--- config.mk ---
export PLATFORM = sky130hd
export DESIGN_NAME = imul_dot_accumulator
export DESIGN_NICKNAME = d
export VERILOG_FILES = /design/src/rtl/imul_dot_accumulator.sv
export SDC_FILE = /design/constraint.sdc
export NUM_CORES = 1
export LEC_CHECK = 0
export CORE_ASPECT_RATIO = 0.6
export CORE_MARGIN = 2
export CORE_UTILIZATION = 30
export DETAILED_ROUTE_END_ITERATION = 6
export DONT_BUFFER_PORTS = 1
export PLACE_DENSITY_LB_ADDON = 0.05
export SYNTH_ARGS = -nofsm -noshare
export SYNTH_HDL_FRONTEND = slang
export SYNTH_SLANG_ARGS = --single-unit
--- constraint.sdc ---
create_clock -name clk -period 2.7 [get_ports clk]
set_input_delay 0.54 -clock clk [delete_from_list [all_inputs] [get_ports clk]]
set_output_delay 0.54 -clock clk [all_outputs]
set_load 0.05 [all_outputs]
--- src/rtl/imul_dot_accumulator.sv ---
// Dot-product accumulator: sums a group of products and emits the total on a val/rdy stream.
// Optional build macro IMUL_DOT_ACCUMULATOR_SATURATE_EN selects an unsigned saturating add.
module imul_dot_accumulator #(
  parameter int p_nbits   = 32,
  parameter int p_max_len = 8
) (
  input  logic               clk,
  input  logic               reset,
  input  logic               istream_val,
  output logic               istream_rdy,
  input  logic [p_nbits:0]   istream_msg,
  output logic               ostream_val,
  input  logic               ostream_rdy,
  output logic [p_nbits-1:0] ostream_msg
);

  localparam int c_cw = $clog2(p_max_len + 1);

  typedef enum logic [0:0] {
    ST_ACCUM = 1'b0,
    ST_DONE  = 1'b1
  } state_t;

  state_t             r_state;
  state_t             w_state_next;
  logic [p_nbits-1:0] r_sum;
  logic [p_nbits-1:0] w_sum_next;
  logic [c_cw-1:0]    r_count;
  logic [c_cw-1:0]    w_count_next;
  logic [c_cw-1:0]    w_count_inc;
  logic               w_last;

  function automatic logic [p_nbits-1:0] f_add(input logic [p_nbits-1:0] a,
                                               input logic [p_nbits-1:0] b);
    logic [p_nbits:0] w_full;
    w_full = {1'b0, a} + {1'b0, b};
`ifdef IMUL_DOT_ACCUMULATOR_SATURATE_EN
    if (w_full[p_nbits]) begin
      f_add = {p_nbits{1'b1}};
    end else begin
      f_add = w_full[p_nbits-1:0];
    end
`else
    f_add = w_full[p_nbits-1:0];
`endif
  endfunction

  assign w_count_inc = r_count + {{(c_cw-1){1'b0}}, 1'b1};
  assign w_last      = istream_msg[p_nbits] || (w_count_inc == c_cw'(p_max_len));

  // Next-state logic: accumulate while in ACCUM, drain the sum while in DONE
  always_comb begin
    w_state_next = r_state;
    w_sum_next   = r_sum;
    w_count_next = r_count;
    case (r_state)
      ST_ACCUM: begin
        if (istream_val) begin
          w_sum_next   = f_add(r_sum, istream_msg[p_nbits-1:0]);
          w_count_next = w_count_inc;
          if (w_last) begin
            w_state_next = ST_DONE;
          end else begin
            w_state_next = ST_ACCUM;
          end
        end else begin
          w_state_next = ST_ACCUM;
        end
      end
      ST_DONE: begin
        if (ostream_rdy) begin
          w_state_next = ST_ACCUM;
          w_sum_next   = {p_nbits{1'b0}};
          w_count_next = {c_cw{1'b0}};
        end else begin
          w_state_next = ST_DONE;
        end
      end
      default: begin
        w_state_next = ST_ACCUM;
        w_sum_next   = {p_nbits{1'b0}};
        w_count_next = {c_cw{1'b0}};
      end
    endcase
  end

  // State register with synchronous active-low reset that discards any partial group
  always_ff @(posedge clk) begin
    if (!reset) begin
      r_state <= ST_ACCUM;
      r_sum   <= {p_nbits{1'b0}};
      r_count <= {c_cw{1'b0}};
    end else begin
      r_state <= w_state_next;
      r_sum   <= w_sum_next;
      r_count <= w_count_next;
    end
  end

  // Handshake outputs depend only on registered state, never on the opposite valid/ready
  assign istream_rdy = (r_state == ST_ACCUM);
  assign ostream_val = (r_state == ST_DONE);
  assign ostream_msg = r_sum;

`ifndef SYNTHESIS
  function automatic string line_trace();
    string s_st;
    if (r_state == ST_ACCUM) begin
      s_st = $sformatf("(A %0d)", r_count);
    end else begin
      s_st = "(D)";
    end
    return $sformatf("%b%b:%h %s %b%b:%h", istream_val, istream_rdy, istream_msg,
                     s_st, ostream_val, ostream_rdy, ostream_msg);
  endfunction
`endif

endmodule

==> results.md, run 1 <==
- Status: completed
- Postcts setup bufs: 0
- Via count: 2,922
- Post-Route Utilization: 0.3765
- First-pass GRT wire length: 15,220 um
- Pwr dens: 668.2 nW/um^2
- Flop pwr share: 0.267
- DIE AREA: 11,050 um^2
- Min cycle time layout: 2.489 ns
- # IOs: 71
- Core Box Area: approximately 9900 um^2
- HP Class: in -> reg
- Max FO, Critical Path: 5
- Crit path required time: 2.93 ns
- Number of flops mapped to enable cells by yosys: 0
- Initial antenna violation count: 0
- Die Wd: about 130 um
- Final Max Slew Viols: 0
- Max-cap violations: 0
- Crit path launch type: flop
- N_diodes: 0
- Floorplan row count: 28
- Mapped Nets: 453
- Grt total ovfl: 0
- Vias in the first global route: 2,782
- Total Routing Usage GR: 0.1785
- HPWL after DPL: 7552 um
- DRT Pass-1 Iters: 5
- Sw power: 0.001063 W
- Top FF cell, synth: dfxtp_1
- RePlAce Congestion: 0.8194
- Vias per Instance: 5.172
- Average size of a mapped cell: 7.991 um^2
- Setup WS post-layout: 0.2107 ns
- Setup TNS: 0 ns
- Slew headroom: 0.5654
- LEAKAGE: roughly 1.6 nW
- Die height: roughly 80 um
- Cell internal pwr: 0.001422 W
- Seq/Total Area, Yosys: 0.2420
- Share of post-route cells with drive strength above 1: 0.1907
- Distinct cells, synth: 59
- Number of synthesis warnings: 0
- Final hold vios: 0
- Final ANT Viol Nets: 0
- Hold Buf Count CTS: 0
- I/O Buffers: 0
- Worst-path clk slew: 0.07 ns
- Post-place setup slack: -0.008171 ns
- RSZ-0062 raised after global routing: false
- Routed WL: 9331 um
- Root buf cell: clkbuf_16
- Syn Inst Count: 383
- Initial core utilization: 0.3098
- Clock power share: 0.244
- FF+latch count, synth: 37
- Drc violations: 0
- Num CTS Buffers: 5
- Ys async rst share: 0
- DR iter-0 viols: 229
- Final worst path period share: 0.9220
- Slew @ Worst Pin: 0.6511 ns
- Total power: 0.002486 W
- Mapped Area: a little over 3000 um^2
- Maximum clock rate: 0.4017 GHz
- CTS Buffer Depth: 2
- Cell count after placement: 557
- Layout Skew: ~0.0096 ns
- Largest net degree at the start of global routing: 22
- Non-Filler Instances: 565
- Final setup fails: 0
- Area growth, synth to finish: 21.55%
- Htree depth: 2
- Worst Path Class, Setup: reg -> reg
- Nets@finish: 499
- Kind of end point of the critical path: flop
- Arrival time worst endpoint: 2.72 ns
- Sw Ratio: 0.4278
- Comb pwr share: 0.489
- Clk_lat worst skew: 0.29 ns
- Post-CTS sizing: 0
- CTS Sinks: 37
- CTS tree: built
- Max IR drop VDD: 255.3 uV
- Routed length per instance: 16.52 um
sequential cells by signal (all words and copies together) (netlist names):
register     count
r_count          4
ostream_msg     32
ostream_val      1
cell type report:
class                      count  area [um^2]
clock inverter                 3        22.52
sequential                    37        742.0
inverter                       9        33.78
tap                          135        168.9
clock buffer                   5        125.1
timing repair buffer          56        420.4
fill                        1064         6160
multi-input combinational    320         2207
per-stage QoR:
| step | hold WS (ns) | area [um^2] |
|---|---|---|
| after floorplan | 0.5152 | 3062 |
| after global placement | 0.5333 | 3572 |
| final | 0.3734 | 3720 |
| after global routing | 0.3676 | 3720 |
| after CTS | 0.3657 | 3720 |
| after detailed placement | 0.5365 | 3572 |
cells by family (layout without fill, tap and decap cells):
group / count (synthesis) / after routing / synth area share
AOI/OAI and AO/OA: 136 / 136 / 0.2952
and+or+nand+nor: 126 / 126 / 0.2171
DFF: 37 / 37 / 0.2420
adders and majority gates: 33 / 33 / 0.1374
buffers and inverters: 26 / 73 / 0.03679
xor gates and xnor gates: 25 / 25 / 0.07155
power groups by stage:
stage | Clock [W] | Sequential, W | Combinational, W
after floorplan | 0 | 0.000906 | 0.000642
after global placement | 0 | 0.000675 | 0.00122
after detailed placement | 0 | 0.000677 | 0.00121
after CTS | 0.000630 | 0.000665 | 0.00122
after global routing | 0.000649 | 0.000674 | 0.00133
final | 0.000607 | 0.000664 | 0.00121
worst paths after layout:
kind	endpoint	slack [ns]	startpoint	depth (start not counted)
max	ostream_msg[31]$_SDFFE_PN0P_	0.21	ostream_msg[7]$_SDFFE_PN0P_	10
min reg2reg	r_count[3]$_SDFFE_PN0P_	0.55	r_count[3]$_SDFFE_PN0P_	2
max reg2reg	ostream_msg[31]$_SDFFE_PN0P_	0.21	ostream_msg[7]$_SDFFE_PN0P_	10
min	ostream_msg[1]$_SDFFE_PN0P_	0.37	reset	1
worst max-delay path: stages, from the launching register on:
cell and delay [ns]:
dfxtp_1 0.31, ha_1 0.30, buf_4 0.14, nand4_1 0.18, nor4_1 0.33, o211ai_1 0.21
nand3_2 0.15, a31oi_1 0.15, o311a_1 0.42, a21o_1 0.16, nand3_1 0.07
Yosys cell counts (all sizes together) (3+ instances only):
library cell / number / area, um^2
inv: 9 / 33.78
nor2b: 16 / 100.1
clkbuf: 12 / 45.04
a211o: 3 / 26.28
a22oi: 9 / 67.56
a211oi: 4 / 30.03
dfxtp: 37 / 740.7
xor2: 12 / 105.1
o211ai: 5 / 37.54
nand3: 10 / 55.05
a21boi: 4 / 30.02
nand4: 7 / 50.05
ha: 32 / 400.4
o21ai: 36 / 187.7
nor3: 6 / 30.03
o21a: 5 / 37.54
a21oi: 35 / 182.7
and2: 7 / 43.79
nand2: 45 / 168.9
a21o: 14 / 105.1
nand2b: 7 / 43.79
and3: 3 / 23.77
xnor2: 13 / 113.9
a31oi: 5 / 31.28
nor2: 11 / 41.29
buf: 5 / 33.78
layout by cell type (no fill, tap or decap), types with 12 or more instances in the layout:
master | synthesis | layout
a21oi_1 | 33 | 33
o21ai_1 | 16 | 16
buf_4 | 1 | 56
o21ai_0 | 18 | 18
a21o_1 | 14 | 14
nand2_1 | 45 | 45
xnor2_1 | 13 | 13
nor2b_1 | 16 | 16
dfxtp_1 | 37 | 36
ha_1 | 32 | 32
xor2_1 | 12 | 12
metal layers:
layer / vias up / GRT usage / routed length (um)
met2: 99 / 0.2235 / 3163
met3: 5 / 0.05189 / 790
met5: - / 0 / 0
met4: 0 / 0.02842 / 48
met1: 1310 / 0.2883 / 5329
li1: 1508 / - / -
Note: power is estimated with default switching activity, not from simulation.
==> run 2: changes to the inputs <==
CORE_ASPECT_RATIO = not set   (was 0.6)
CTS_CLUSTER_SIZE = 10   (was not set)
==> results.md, run 2 (synthesis results as in run 1) <==
- Total Routing Usage GR: 0.1648
- Final Max Slew Viols: 0
- Clk_lat worst skew: between 0.2 and 0.3 ns
- Final hold vios: 0
- Dpl cell area: 3555 um^2
- RePlAce Congestion: 0.7912
- Cell count after placement: about 550
- Commonest non-fill, non-tap cell in the layout: buf_4
- Vias per Instance: 5.155
- Buf+Inv Stages, Crit Path: 1
- DRT Pass-1 Iters: 4
- Max-cap violations: 0
- Pwr dens: 632.9 nW/um^2
- RSZ-0062 raised after global routing: false
- Die height: 105 um
- Kind of end point of the critical path: flop
- Max FFs per register: 32
- Cell family with the largest share of critical-path delay: compound AO/OA/AOI/OAI gates
- Share of post-route cells with drive strength above 1: 0.1916
- Initial core utilization: 0.3117
- Nets@finish: 498
- Cell internal pwr: approximately 0.0013 W
- Final worst path period share: 0.9085
- Htree depth: 2
- Finished Cell Area: 3676 um^2
- Sw power: 0.0009904 W
- CP cell instances: ha_1 > nand4_1 > nor4_2 > o211ai_1 > buf_4 > nand3_2 > a31oi_1 > o311a_1 > a21o_1 > nand3_1
- Initial antenna violation count: 0
- Flop pwr share: 0.284
- Via count: 2,892
- Worst Path Class, Setup: reg -> reg
- CTS Buffer Depth: 2
- Max FO, Critical Path: 8
- Core Box Area: 9819 um^2
- Grt total ovfl: 0
- DR iter-0 viols: 111
- LEAKAGE: 1.593 nW
- Clock power share: 0.206
- Layout Skew: between 0.005 and 0.006 ns
- Drc violations: 0
- GR met1 Demand/Resource: 0.2033
- Largest net degree at the start of global routing: 22
- Routing usage on met3: 0.04429
- DIE AREA: 11,030 um^2
- Non-Filler Instances: 561
- N_diodes: 0
- Final ANT Viol Nets: 0
- Root buf cell: clkbuf_8
- Busiest grt layer: met2
- Min cycle time layout: ~2.5 ns
- Slew @ Worst Pin: 0.6743 ns
- Crit path largest cell delay: 0.40 ns
- Critical path's slowest cell: ha_1
- I/O Buffers: 0
- Num CTS Buffers: 5
- Floorplan row count: 36
- Post-place setup slack: -0.09170 ns
- Arrival time worst endpoint: 2.69 ns
- Status: completed
- Setup WS post-layout: 0.2470 ns
- Crit path required time: 2.94 ns
- First-pass GRT wire length: around 15,000 um
- # IOs: 71
- Worst-path clk slew: 0.08 ns
- Sw Ratio: 0.4257
- HPWL after DPL: about 7000 um
- Post-Route Utilization: 0.3744
- CTS tree: built
- Routed length per instance: about 16 um
- CTS Sinks: 37
- Vias in the first global route: 2,893
- Routed WL: 8903 um
- Comb pwr share: 0.510
- Max IR drop VDD: 199.8 uV
- Slew headroom: 0.5499
- Final setup fails: 0
- Maximum clock rate: 0.4077 GHz
- Crit path launch type: flop
- Area growth, synth to finish: 20.11%
- Fillcell total: 1,093
- HP Class: in -> reg
- Die Wd: 105 um
- Total power: 0.002326 W
- Grt met2 use: 0.2806
- Most frequent cells in the layout: buf_4 (55), nand2_1 (45), dfxtp_1 (36)
-- run 2: power groups by stage --
stage | registers, W | logic [W] | clock network (W)
after floorplan | 0.000906 | 0.000642 | 0
after global placement | 0.000672 | 0.00118 | 0
after detailed placement | 0.000674 | 0.00118 | 0
after CTS | 0.000661 | 0.00119 | 0.000517
after global routing | 0.000671 | 0.00130 | 0.000537
final | 0.000661 | 0.00119 | 0.000480
-- run 2: metal layers --
metal  vias to the layer above  wire [um]
li1                       1498          -
met3                        12        472
met2                        53       4215
met5                         -          0
met4                         0        156
met1                      1329       4059
-- run 2: path summary, 6_finish.rpt --
kind,from,endpoint,slack (ns),cells after the start
worst min register to register,r_count[3]$_SDFFE_PN0P_,r_count[3]$_SDFFE_PN0P_,0.54,2
worst max-delay path,ostream_msg[10]$_SDFFE_PN0P_,ostream_msg[31]$_SDFFE_PN0P_,0.25,10
worst max register to register,ostream_msg[10]$_SDFFE_PN0P_,ostream_msg[31]$_SDFFE_PN0P_,0.25,10
worst min-delay path,reset,ostream_val$_SDFF_PN0_,0.37,1
-- run 2: area by class of cell --
type	count	area [um^2]	area share
Timing Repair Buffer	55	412.9	0.1123
Clock buffer	5	68.82	0.01872
Multi-Input combinational cell	320	2217	0.6031
Tap cell	133	166.4	0.04527
Inverter	9	33.78	0.009190
Sequential cell	37	742.0	0.2018
Clock inverter	2	35.03	0.009530
-- run 2: through the flow --
step | hold slack (ns) | TNS (ns)
3_3_place_gp | 0.5309 | -0.03042
5_1_grt | 0.3427 | 0
6_report | 0.3693 | 0
4_1_cts | 0.3500 | 0
3_5_place_dp | 0.5368 | -0.1740
2_1_floorplan | 0.5152 | 0
-- run 2: repair_timing --
action / in CTS / in global routing
hold buffers: 0 / 0
buffers inserted: 0 / 1
resized for setup: 0 / 2
setup endpoints to repair: 0 / 5
